### src/rtl/scratchmem_dma.sv
// rtl/scratchmem_dma.sv - single-channel block copy/fill bus master for the scratchpad RAM
//
// Purpose: copies N words from src to dst (read then write per word), or
// fills N destination words with a constant. The slave's ack is level-type
// and stays high while select is held, so every access is followed by one
// idle bus cycle before the next one starts.
//
// Ports:
//   clk_i, rst_ni                 clock, asynchronous active-low reset
//   start_i, abort_i, mode_i      control (mode 0 = copy, 1 = fill)
//   src_adr_i, dst_adr_i          byte addresses (bits [1:0] ignored)
//   count_i, fill_dat_i           word count and fill word
//   busy_o, done_o, err_o         status (done is a pulse, err is sticky)
//   remain_o                      words not yet written
//   cs_o, cyc_o, stb_o, we_o,
//   sel_o, adr_o, dat_o           registered bus request
//   ack_i, dat_i                  slave response
module scratchmem_dma #(
  parameter int unsigned AW      = 32,
  parameter int unsigned CW      = 16,
  parameter int unsigned TIMEOUT = 255
) (
  input  logic          clk_i,
  input  logic          rst_ni,
  input  logic          start_i,
  input  logic          abort_i,
  input  logic          mode_i,
  input  logic [AW-1:0] src_adr_i,
  input  logic [AW-1:0] dst_adr_i,
  input  logic [CW-1:0] count_i,
  input  logic [31:0]   fill_dat_i,
  output logic          busy_o,
  output logic          done_o,
  output logic          err_o,
  output logic [CW-1:0] remain_o,
  output logic          cs_o,
  output logic          cyc_o,
  output logic          stb_o,
  output logic          we_o,
  output logic [3:0]    sel_o,
  output logic [AW-1:0] adr_o,
  output logic [31:0]   dat_o,
  input  logic          ack_i,
  input  logic [31:0]   dat_i
);

  localparam int unsigned TW = $clog2(TIMEOUT + 1);

  typedef enum logic [2:0] {IDLE, RD, WR, GAP, FIN} state_t;

  state_t        state_q, state_d;
  logic          mode_q, mode_d;
  logic [AW-1:0] src_q, src_d;
  logic [AW-1:0] dst_q, dst_d;
  logic [CW-1:0] remain_q, remain_d;
  logic [31:0]   fill_q, fill_d;
  logic [31:0]   data_q, data_d;
  logic [TW-1:0] tmo_q, tmo_d;
  logic          abort_pend_q, abort_pend_d;
  logic          busy_q, busy_d;
  logic          done_q, done_d;
  logic          err_q, err_d;
  logic          bus_q, bus_d;
  logic          we_q, we_d;
  logic [3:0]    sel_q, sel_d;
  logic [AW-1:0] adr_q, adr_d;
  logic [31:0]   wdat_q, wdat_d;

  logic          abort_now;
  logic          timeout_hit;
  logic          unused_lowbits;

  // Word alignment: the two low address bits never reach the bus.
  assign unused_lowbits = ^{src_adr_i[1:0], dst_adr_i[1:0]};

  // An abort seen this cycle counts the same as one already pending, so an
  // ack and an abort in the same cycle finish the access and then stop.
  assign abort_now   = abort_pend_q | abort_i;
  assign timeout_hit = (tmo_q == TW'(TIMEOUT - 1));

  always_comb begin
    state_d      = state_q;
    mode_d       = mode_q;
    src_d        = src_q;
    dst_d        = dst_q;
    remain_d     = remain_q;
    fill_d       = fill_q;
    data_d       = data_q;
    tmo_d        = tmo_q;
    abort_pend_d = abort_pend_q;
    busy_d       = busy_q;
    done_d       = 1'b0;
    err_d        = err_q;
    bus_d        = bus_q;
    we_d         = we_q;
    adr_d        = adr_q;
    wdat_d       = wdat_q;

    if (busy_q && abort_i) begin
      abort_pend_d = 1'b1;
    end

    case (state_q)
      IDLE: begin
        if (start_i) begin
          mode_d       = mode_i;
          src_d        = {src_adr_i[AW-1:2], 2'b00};
          dst_d        = {dst_adr_i[AW-1:2], 2'b00};
          remain_d     = count_i;
          fill_d       = fill_dat_i;
          err_d        = 1'b0;
          busy_d       = 1'b1;
          abort_pend_d = 1'b0;
          tmo_d        = '0;
          if (count_i == '0) begin
            state_d = FIN;
          end else if (mode_i) begin
            state_d = WR;
            bus_d   = 1'b1;
            we_d    = 1'b1;
            adr_d   = {dst_adr_i[AW-1:2], 2'b00};
            wdat_d  = fill_dat_i;
          end else begin
            state_d = RD;
            bus_d   = 1'b1;
            we_d    = 1'b0;
            adr_d   = {src_adr_i[AW-1:2], 2'b00};
          end
        end
      end

      RD: begin
        if (ack_i) begin
          data_d  = dat_i;
          bus_d   = 1'b0;
          // A read completed under abort skips its write entirely.
          state_d = abort_now ? FIN : GAP;
        end else if (timeout_hit) begin
          bus_d   = 1'b0;
          err_d   = 1'b1;
          state_d = FIN;
        end else begin
          tmo_d = tmo_q + TW'(1);
        end
      end

      WR: begin
        if (ack_i) begin
          bus_d    = 1'b0;
          remain_d = remain_q - CW'(1);
          src_d    = src_q + AW'(4);
          dst_d    = dst_q + AW'(4);
          state_d  = (remain_q == CW'(1) || abort_now) ? FIN : GAP;
        end else if (timeout_hit) begin
          bus_d   = 1'b0;
          err_d   = 1'b1;
          state_d = FIN;
        end else begin
          tmo_d = tmo_q + TW'(1);
        end
      end

      GAP: begin
        // Select is low for this one cycle so the slave's ack can clear.
        tmo_d = '0;
        if (abort_now) begin
          state_d = FIN;
        end else if (mode_q || !we_q) begin
          // Fill always writes; copy writes right after its read.
          state_d = WR;
          bus_d   = 1'b1;
          we_d    = 1'b1;
          adr_d   = dst_q;
          wdat_d  = mode_q ? fill_q : data_q;
        end else begin
          state_d = RD;
          bus_d   = 1'b1;
          we_d    = 1'b0;
          adr_d   = src_q;
        end
      end

      FIN: begin
        done_d       = 1'b1;
        busy_d       = 1'b0;
        abort_pend_d = 1'b0;
        state_d      = IDLE;
      end

      default: begin
        bus_d   = 1'b0;
        state_d = IDLE;
      end
    endcase

    sel_d = bus_d ? 4'hF : 4'h0;
  end

  always_ff @(posedge clk_i or negedge rst_ni) begin
    if (!rst_ni) begin
      state_q      <= IDLE;
      mode_q       <= 1'b0;
      src_q        <= '0;
      dst_q        <= '0;
      remain_q     <= '0;
      fill_q       <= '0;
      data_q       <= '0;
      tmo_q        <= '0;
      abort_pend_q <= 1'b0;
      busy_q       <= 1'b0;
      done_q       <= 1'b0;
      err_q        <= 1'b0;
      bus_q        <= 1'b0;
      we_q         <= 1'b0;
      sel_q        <= 4'h0;
      adr_q        <= '0;
      wdat_q       <= '0;
    end else begin
      state_q      <= state_d;
      mode_q       <= mode_d;
      src_q        <= src_d;
      dst_q        <= dst_d;
      remain_q     <= remain_d;
      fill_q       <= fill_d;
      data_q       <= data_d;
      tmo_q        <= tmo_d;
      abort_pend_q <= abort_pend_d;
      busy_q       <= busy_d;
      done_q       <= done_d;
      err_q        <= err_d;
      bus_q        <= bus_d;
      we_q         <= we_d;
      sel_q        <= sel_d;
      adr_q        <= adr_d;
      wdat_q       <= wdat_d;
    end
  end

  assign busy_o   = busy_q;
  assign done_o   = done_q;
  assign err_o    = err_q;
  assign remain_o = remain_q;
  assign cs_o     = bus_q;
  assign cyc_o    = bus_q;
  assign stb_o    = bus_q;
  assign we_o     = we_q;
  assign sel_o    = sel_q;
  assign adr_o    = adr_q;
  assign dat_o    = wdat_q;

endmodule

### config.mk
export PLATFORM = sky130hd
export DESIGN_NAME = scratchmem_dma
export DESIGN_NICKNAME = d
export VERILOG_FILES = /design/src/rtl/scratchmem_dma.sv
export SDC_FILE = /design/constraint.sdc
export NUM_CORES = 1
export LEC_CHECK = 0
export BUFFER_PORTS_ARGS = -buffer_cell sky130_fd_sc_hd__buf_2
export CORE_MARGIN = 4
export CORE_UTILIZATION = 40
export CTS_CLUSTER_SIZE = 24
export DETAILED_ROUTE_END_ITERATION = 8
export HOLD_SLACK_MARGIN = 0.1
export PLACE_DENSITY_LB_ADDON = 0.08
export SETUP_SLACK_MARGIN = 0.02
export SLEW_MARGIN = 20
export SYNTH_ARGS = -nofsm -noshare
export SYNTH_HDL_FRONTEND = slang
export SYNTH_SLANG_ARGS = --single-unit
### constraint.sdc
create_clock -name clk_i -period 3.1 [get_ports clk_i]
set_input_delay 0 -clock clk_i [delete_from_list [all_inputs] [get_ports clk_i]]
set_output_delay 0 -clock clk_i [all_outputs]
set_load 0.1 [all_outputs]
==> results_dict.tcl, run 1 <==
set metrics [dict create \
    tightest_slew_ns 1.075 \
    ant_nets 0 \
    synth_async_sr_flop_share 1.000 \
    multi_input_area_um2 6250 \
    setup_tns_ns 0 \
    placed_area_um2 13800 \
    grt_first_pass_wirelength_um 64800 \
    fin_crit_ns 2.627 \
    power_density_nw_per_um2 1170 \
    start_kind "register" \
    grt_use_total 0.2371 \
    mostFrequentLayoutCells "nand2_1, buf_2, dfrtp_1, dlygate4sd3_1, o21ai_0" \
    drcViolationCount 0 \
    cts_sinks 221 \
    peakVddDrop_uv 814.5 \
    synth_xor_area_frac 0.001430 \
    numCtsBuffers 27 \
    synth-simple-area-share 0.2189 \
    max_clock_freq_mhz 380.7 \
    clock-skew-final_ns 0.008183 \
    cts_max_level 1 \
    portBuffers 236 \
    syn-mean-instance-area_um2 8.691 \
    fin_nets 1896 \
    grt_max_degree 74 \
    syn2layout_area_growth_pct 32.72 \
    syn-num-nets 1565 \
    layout-drive-gt1-share 0.2273 \
    initial_core_util 0.4088 \
    finalCritPeriodShare 0.8473 \
    synth_compound_area_frac 0.1617 \
    synth_area_um2 12250 \
    cp_cell_sequence "or4b_4 -> buf_4 -> nand2_1 -> a32oi_1 -> dlygate4sd3_1" \
    first_pass_iters 5 \
    wl_per_cell_um 18.73 \
    rows 63 \
    tritoncts "built" \
    die_h_um 183.0 \
    ys.flop_type "dfrtp_1" \
    maxSlewHeadroom 0.2836 \
    cpMaxStageDelayCell "or4b_4" \
    drt_wl_total_um 40280 \
    layout_commonest_cell "nand2_1" \
    place_hpwl_um 26160 \
    ios 241 \
    die_area_um2 33480 \
    clkLatencyLatePin_ns 0.55 \
    die_x_um 183.0 \
    cts_resized 0 \
    synth_top_family_by_area "simple AND/OR/NAND/NOR gates" \
    design_area_um2 16250 \
    yosys_warnings 0 \
    hold_viol_final 0 \
    cap_violations 0 \
    first_iter_violations 965 \
    hold_class "in2async" \
    synthAdderAreaFrac 0.006131 \
    routed-via-count 11720 \
    regArea_um2 5532 \
    status "finished clean" \
    overflow 0 \
    slowest_delay_ns 0.79 \
    grt_pass1_vias 11650 \
    synthCells 1409 \
    criticalPathCategory "reg2reg" \
    antenna_found_initial 3 \
    gp_congestion 0.8466 \
    clkTransAtPathRegs_ns 0.06 \
    slew_violations 0 \
    power_mw 19.01 \
    dp_cells 1953 \
    synth-edff-count 0 \
    muxShareOfSynthArea 0.1163 \
    core_um2 29950 \
    n_fill_cell 2750 \
    crit_required_ns 3.53 \
    setup_violations 0 \
    grt_setup_unrepaired "no" \
    fin_util 0.5426 \
    seq_area_frac_synth 0.4516 \
    clk_path_buf_depth 3 \
    final_cells 2151 \
    ys_seq_elements 221 \
    crit_fanout 24 \
    leakagePower_nw 7.475 \
    ctsRootBufferMaster "clkbuf_16" \
    worstPathArrival_ns 3.06 \
    synth.distinct_cells 67 \
    post_drt_via_cell_ratio 5.450 \
    end_kind "register" \
]
-- per-layer routing --
layer	vias up	GRT usage	wire length [um]
li1	5675	-	-
met1	5641	0.3366	18390
met2	345	0.3846	18760
met3	60	0.03610	2269
met4	2	0.05721	850
met5	-	0	13
-- registers in the layout (all words and copies together), names as in the netlist, 3 cells and up --
register	flops
adr_o	31
dat_o	32
data_q	32
dst_q	30
fill_q	32
remain_o	16
src_q	30
state_q	3
tmo_q	8
-- cell type report --
cell class,count,share of cell area
inverter,12,0.002772
sequential,221,0.3404
clock inverter,7,0.006159
antenna,1,0.0001540
clock buffer,42,0.05243
multi-input combinational,1060,0.3846
timing repair buffer,418,0.1835
tap,390,0.03003
-- report_power, final --
group	switching, mW	leakage [nW]	internal, mW
Sequential	1.30	2.70	4.26
Combinational	7.37	4.30	2.74
Clock	1.28	0.476	2.05
-- what timing repair did --
item | CTS | global route
endpoints found under the hold margin | 433 | 0
setup buffers | 0 | 0
hold buffers | 148 | 0
-- cell usage after synthesis (4+ instances only) --
| master | instances | area share |
|---|---|---|
| o22ai_1 | 7 | 0.0036 |
| mux2_2 | 58 | 0.053 |
| a22oi_1 | 5 | 0.0031 |
| a21oi_1 | 112 | 0.046 |
| a21o_1 | 5 | 0.0031 |
| or3_1 | 7 | 0.0036 |
| nand3_1 | 44 | 0.018 |
| nor3_1 | 16 | 0.0065 |
| and4_1 | 7 | 0.0050 |
| and2_1 | 8 | 0.0041 |
| clkbuf_1 | 68 | 0.021 |
| a31oi_1 | 14 | 0.0072 |
| nor4_1 | 14 | 0.0072 |
| or2_2 | 5 | 0.0026 |
| buf_1 | 16 | 0.0049 |
| o31ai_1 | 7 | 0.0043 |
| nand2_1 | 291 | 0.089 |
| ha_1 | 6 | 0.0061 |
| nand3b_1 | 4 | 0.0025 |
| buf_2 | 25 | 0.010 |
| or4_1 | 4 | 0.0025 |
| nand4_1 | 26 | 0.013 |
| inv_1 | 12 | 0.0037 |
| o21ai_0 | 120 | 0.049 |
| a32oi_1 | 18 | 0.013 |
| mux2i_1 | 77 | 0.063 |
| nand2b_1 | 4 | 0.0020 |
| a311oi_1 | 7 | 0.0050 |
| buf_4 | 7 | 0.0043 |
| o211ai_1 | 5 | 0.0031 |
| and3_1 | 19 | 0.0097 |
| nor2_1 | 112 | 0.034 |
| a211oi_1 | 5 | 0.0031 |
| dfrtp_1 | 221 | 0.45 |
-- path summary, 6_finish.rpt --
path	start	end	slack, ns	cells after the start
worst min-delay path	rst_ni	src_q[22]	0.13	3
worst max-delay path	state_q[0]	src_q[25]	0.47	5
worst min register to register	dat_o[4]	dat_o[4]	0.47	2
min in group clk_i	mode_i	state_q[0]	0.17	4
worst max register to register	state_q[0]	src_q[25]	0.47	5
max in group asynchronous	rst_ni	dat_o[3]	2.62	3
-- cells by family (layout without fill, tap and decap cells) --
logic type,count (synthesis),after routing
buffers and inverters,128,479
AND/OR/NAND/NOR,583,583
multiplexers,135,135
other,0,1
AO/OA/AOI/OAI,334,334
adder cells (fa/ha/maj),6,6
flip-flops,221,221
XOR/XNOR,2,2
-- stage by stage --
stage / hold WS (ns) / setup WS [ns]
2_1_floorplan: -0.2956 / 0.5545
3_3_place_gp: 0.05476 / 0.6805
3_5_place_dp: 0.04993 / 0.6318
4_1_cts: 0.1467 / 0.4666
5_1_grt: 0.1673 / 0.3418
6_report: 0.1311 / 0.4733
-- critical path: cells and delay by family (launching register included) --
family,cells,cell delay (ns)
AND/OR/NAND/NOR,2,0.89
buffers and inverters,2,0.88
flip-flops,1,0.64
AO/OA/AOI/OAI,1,0.09
Power figures use the tool's default switching activity.
==> run 2: changes to the inputs <==
Clock period 3.1 ns to 2.7 ns, I/O delays scaled along.
==> run 2 against run 1 <==
Effect of this change: clock skew rose by 0.0012 ns; sequential power up 14%; register-to-register slack got worse by 0.26 ns; largest cell class unchanged; die area is the same; core utilization about the same; hold slack got worse by 0.064 ns; routed wire length fell by 1.2%; critical path depth is 1 higher; sequential share of layout area about the same; design area about the same; critical path type unchanged; global-route usage down 0.53 points; clock-buffer cell count down 2.
==> results_dict.tcl, run 2 (synthesis results as in run 1) <==
set metrics [dict create \
    initial_core_util 0.4088 \
    grt_max_degree 119 \
    cpMaxStageDelayCell "dlygate4sd3_1" \
    mostFrequentLayoutCells "nand2_1, buf_2, dfrtp_1, dlygate4sd3_1, o21ai_0" \
    die_h_um 183.0 \
    top_usage_layer "met2" \
    cts_resized 0 \
    peakVddDrop_uv 1125 \
    drt_wl_total_um 39800 \
    finalCritPeriodShare 0.9210 \
    crit_required_ns 3.12 \
    leakagePower_nw 7.472 \
    crit_buf_inv 3 \
    hold_viol_final 0 \
    fin_crit_ns 2.487 \
    ctsRootBufferMaster "clkbuf_16" \
    tightest_slew_ns 0.9492 \
    clk_path_buf_depth 3 \
    grt_use_total 0.2318 \
    critPathTopFamily "buffers and inverters" \
    start_kind "register" \
    cts_sinks 221 \
    grt_pass1_vias 11740 \
    numCtsBuffers 27 \
    rows 63 \
    fin_ws_ns 0.2133 \
    worstPathArrival_ns 2.91 \
    power_density_nw_per_um2 1333 \
    die_x_um 183.0 \
    criticalPathCategory "reg2reg" \
    cts_max_level 1 \
    cp_cell_sequence "buf_4 -> nor4b_4 -> buf_12 -> mux2i_1 -> a22oi_1 -> dlygate4sd3_1" \
    wl_per_cell_um 18.46 \
    fin_nets 1903 \
    fin_util 0.5429 \
    clkTransAtPathRegs_ns 0.06 \
    layout-drive-gt1-share 0.2271 \
    routed-via-count 11720 \
    max_clock_freq_mhz 402.1 \
    grt_first_pass_wirelength_um 63830 \
    clkLatencyLatePin_ns 0.55 \
    grtUsageMet1 0.3270 \
    multi_input_area_um2 6250 \
    ios 241 \
    cap_violations 0 \
    first_pass_iters 5 \
    status "finished clean" \
    crit_fanout 28 \
    slowest_delay_ns 0.57 \
    ant_nets 0 \
    hold_class "in2async" \
    overflow 0 \
    power_mw 21.68 \
    core_um2 29950 \
    setup_violations 0 \
    grt_use_met2 0.3733 \
    drcViolationCount 0 \
    regArea_um2 5532 \
    num_antenna_cells 0 \
    syn2layout_area_growth_pct 32.80 \
    slew_violations 0 \
    portBuffers 236 \
    die_area_um2 33480 \
    dp_slack_ns 0.3311 \
    first_iter_violations 736 \
    maxSlewHeadroom 0.3672 \
    setup_tns_ns 0 \
    layout_commonest_cell "nand2_1" \
    grtUsageMet3 0.03749 \
    tritoncts "built" \
    n_fill_cell 2793 \
    gp_congestion 0.8482 \
    clock-skew-final_ns 0.009334 \
    post_drt_via_cell_ratio 5.436 \
    antenna_found_initial 0 \
    end_kind "register" \
    grt_setup_unrepaired "no" \
    place_hpwl_um 26010 \
]
==> run 2: where the power goes <==
group	internal (mW)	switching, mW	total [mW]
Sequential	4.90	1.46	6.36
Combinational	3.25	8.54	11.8
Clock	2.10	1.44	3.54
==> run 2: worst paths after layout <==
path | start | end | slack (ns) | cells past startpoint
max | state_q[2] | dst_q[31] | 0.21 | 6
min | rst_ni | adr_o[21] | 0.07 | 3
max reg2reg | state_q[2] | dst_q[31] | 0.21 | 6
min reg2reg | dat_o[6] | dat_o[6] | 0.47 | 2
max in group asynchronous | rst_ni | mode_q | 1.98 | 3
min in group clk_i | fill_dat_i[29] | fill_q[29] | 0.19 | 4
==> run 2: timing repair <==
action / 4_1_cts / 5_1_grt
hold endpoints to repair: 434 / 0
setup buffers: 0 / 0
hold buffers: 148 / 0
==> run 2: area by class of cell <==
| cell class | count | area share |
|---|---|---|
| Tap cell | 390 | 0.03001 |
| Sequential cell | 221 | 0.3402 |
| Inverter | 12 | 0.002770 |
| Multi-Input combinational cell | 1060 | 0.3843 |
| Clock inverter | 8 | 0.005078 |
| Timing Repair Buffer | 425 | 0.1894 |
| Clock buffer | 40 | 0.04824 |
==> run 2: through the flow <==
step | hold WS (ns) | instance area [um^2] | std cells
6_report | 0.06683 | 16260 | 2156
5_1_grt | 0.1374 | 16260 | 2156
4_1_cts | 0.1021 | 16260 | 2156
3_5_place_dp | 0.09264 | 13910 | 1960
3_3_place_gp | 0.09292 | 13910 | 1960
2_1_floorplan | -0.2956 | 12250 | 1409
==> run 2: layer usage <==
| metal | share of wire | routed length, um | vias up |
|---|---|---|---|
| met3 | 0.058 | 2299 | 64 |
| li1 | - | - | 5684 |
| met5 | 0 | 0 | - |
| met4 | 0.027 | 1092 | 0 |
| met2 | 0.46 | 18280 | 345 |
| met1 | 0.46 | 18130 | 5628 |
==> run 2: tightest hold or removal path, stage by stage <==
cell and delay (ns):
dlygate4sd3_1 0.56, buf_8 0.12, buf_12 0.38
==> run 3: changes to the inputs <==
--- a/config.mk
+++ b/config.mk
@@ -12,5 +12,5 @@
 export DETAILED_ROUTE_END_ITERATION = 8
 export HOLD_SLACK_MARGIN = 0.1
-export PLACE_DENSITY_LB_ADDON = 0.08
+export PLACE_DENSITY = 0.7
 export SETUP_SLACK_MARGIN = 0.02
 export SLEW_MARGIN = 20
==> constraint.sdc (replaced) <==
create_clock -name clk_i -period 2.7 [get_ports clk_i]
set_input_delay 0 -clock clk_i [delete_from_list [all_inputs] [get_ports clk_i]]
set_output_delay 0 -clock clk_i [all_outputs]
set_load 0.05 [all_outputs]
==> run 3 against run 2 <==
Effect of this change: sequential share of layout area decreased by 0.20 points; critical path depth unchanged; global-route usage increased by 0.070 points; clock-buffer cell count decreased by 1; critical path type unchanged; highest routed layer unchanged.
==> results_dict.tcl, run 3 (synthesis results as in run 1) <==
set metrics [dict create \
    setup_tns_ns 0 \
    layout_commonest_cell "nand2_1" \
    ctsRootBufferMaster "clkbuf_16" \
    r2r_slack_ns 0.19 \
    crit_required_ns 3.12 \
    design_area_um2 16360 \
    endpoint "src_q[25]" \
    crit_fanout 30 \
    ant_nets 0 \
    wl_per_cell_um 18.62 \
    status "finished clean" \
    placed_area_um2 13930 \
    post_drt_via_cell_ratio 5.667 \
    r2r_end "src_q[25]" \
    mostFrequentLayoutCells "nand2_1, buf_2, dfrtp_1, dlygate4sd3_1, o21ai_0" \
    grt_max_degree 84 \
    dp_slack_ns 0.2433 \
    end_kind "register" \
    maxSlewHeadroom 0.2882 \
    hold_viol_final 0 \
    setup_violations 0 \
    antenna_found_initial 0 \
    numCtsBuffers 27 \
    grt_setup_unrepaired "no" \
    layout-drive-gt1-share 0.2287 \
    fin_nets 1906 \
    power_density_nw_per_um2 1192 \
    reg2reg_depth 6 \
    peakVddDrop_uv 747.4 \
    core_um2 29950 \
    cts_max_level 1 \
    cts_resized 0 \
    syn2layout_area_growth_pct 33.57 \
    first_pass_iters 5 \
    postCtsSetupBuffers 0 \
    initial_core_util 0.4088 \
    hold_slack_ns 0.1992 \
    ios 241 \
    tritoncts "built" \
    fin_ws_ns 0.1863 \
    place_hpwl_um 25250 \
    cap_violations 0 \
    clkTransAtPathRegs_ns 0.06 \
    routed-via-count 12260 \
    tightest_slew_ns 1.064 \
    worstPathArrival_ns 2.93 \
    finalCritPeriodShare 0.9310 \
    grt_first_pass_wirelength_um 64110 \
    first_iter_violations 1058 \
    clock-skew-final_ns 0.01103 \
    crit_start "state_q[2]" \
    die_area_um2 33480 \
    grt_pass1_vias 12190 \
    hold_class "in2reg" \
    cts_sinks 221 \
    max_clock_freq_mhz 397.8 \
    clkLatencyLatePin_ns 0.54 \
    leakagePower_nw 7.514 \
    grt_use_total 0.2325 \
    die_x_um 183.0 \
    drcViolationCount 0 \
    overflow 0 \
    fin_crit_ns 2.514 \
    clk_path_buf_depth 3 \
    start_kind "register" \
    slew_violations 0 \
    portBuffers 236 \
    die_h_um 183.0 \
    rows 63 \
    gp_congestion 0.8821 \
    criticalPathCategory "reg2reg" \
    drt_wl_total_um 40270 \
    r2r_start "state_q[2]" \
]
run 3: changes by cell type in the layout (fill, tap and decap cells not counted):
cell	change
diode_2	+2
bufinv_16	+1
buf_4	-1
buf_16	+1
dlygate4sd3_1	+2
inv_16	-1
clkinv_2	+1
buf_12	+1
clkbuf_1	-1
inv_6	+2
run 3: worst max-delay path, cell delays in order (launching register included):
cell	delay (ns)
dfrtp_1	0.51
buf_4	0.25
or4b_4	0.57
buf_4	0.28
nand2_1	0.11
a32oi_1	0.09
dlygate4sd3_1	0.59
run 3: through the flow:
stage	total power, mW	std cells	utilization
floorplan	12.92	1409	-
global placement	15.23	1960	0.4649
detailed placement	15.50	1960	0.4649
CTS	19.47	2161	0.5459
global route	20.71	2161	0.5459
finish	19.49	2163	0.5460
run 3: what timing repair did:
action | in CTS | in global routing
endpoints found under the hold margin | 434 | 0
endpoints found under the setup margin | 0 | 6
hold buffers | 151 | 0
run 3: worst min-delay path by stage:
| stage | cells past startpoint | slack, ns | end | start |
|---|---|---|---|---|
| 2_1_floorplan | 0 | -0.30 | abort_pend_q | rst_ni |
| 3_3_place_gp | 1 | -0.01 | adr_o[5] | rst_ni |
| 3_5_place_dp | 1 | -0.009 | adr_o[5] | rst_ni |
| 4_1_cts | 4 | 0.18 | fill_q[30] | fill_dat_i[30] |
| 5_1_grt | 4 | 0.21 | fill_q[26] | fill_dat_i[26] |
| 6_report | 4 | 0.20 | fill_q[16] | fill_dat_i[16] |
run 3: final cells by class:
class / count / area (um^2)
tap: 390 / 488.0
clock buffer: 39 / 780.7
multi-input combinational: 1060 / 6250
inverter: 12 / 45.04
clock inverter: 11 / 115.1
timing repair buffer: 428 / 3141
sequential: 221 / 5532
fill: 2652 / 13600
antenna: 2 / 5.005
run 3: power by group:
| part | internal (mW) | switching (mW) |
|---|---|---|
| clock network | 2.20 | 1.48 |
| registers | 4.90 | 1.51 |
| logic | 3.25 | 6.16 |
| total | 10.3 | 9.16 |
run 3: layer usage:
metal	track usage	wire (um)
met4	0.1079	1890
met3	0.02757	2449
met5	0	0
met1	0.3080	16720
met2	0.3829	19210
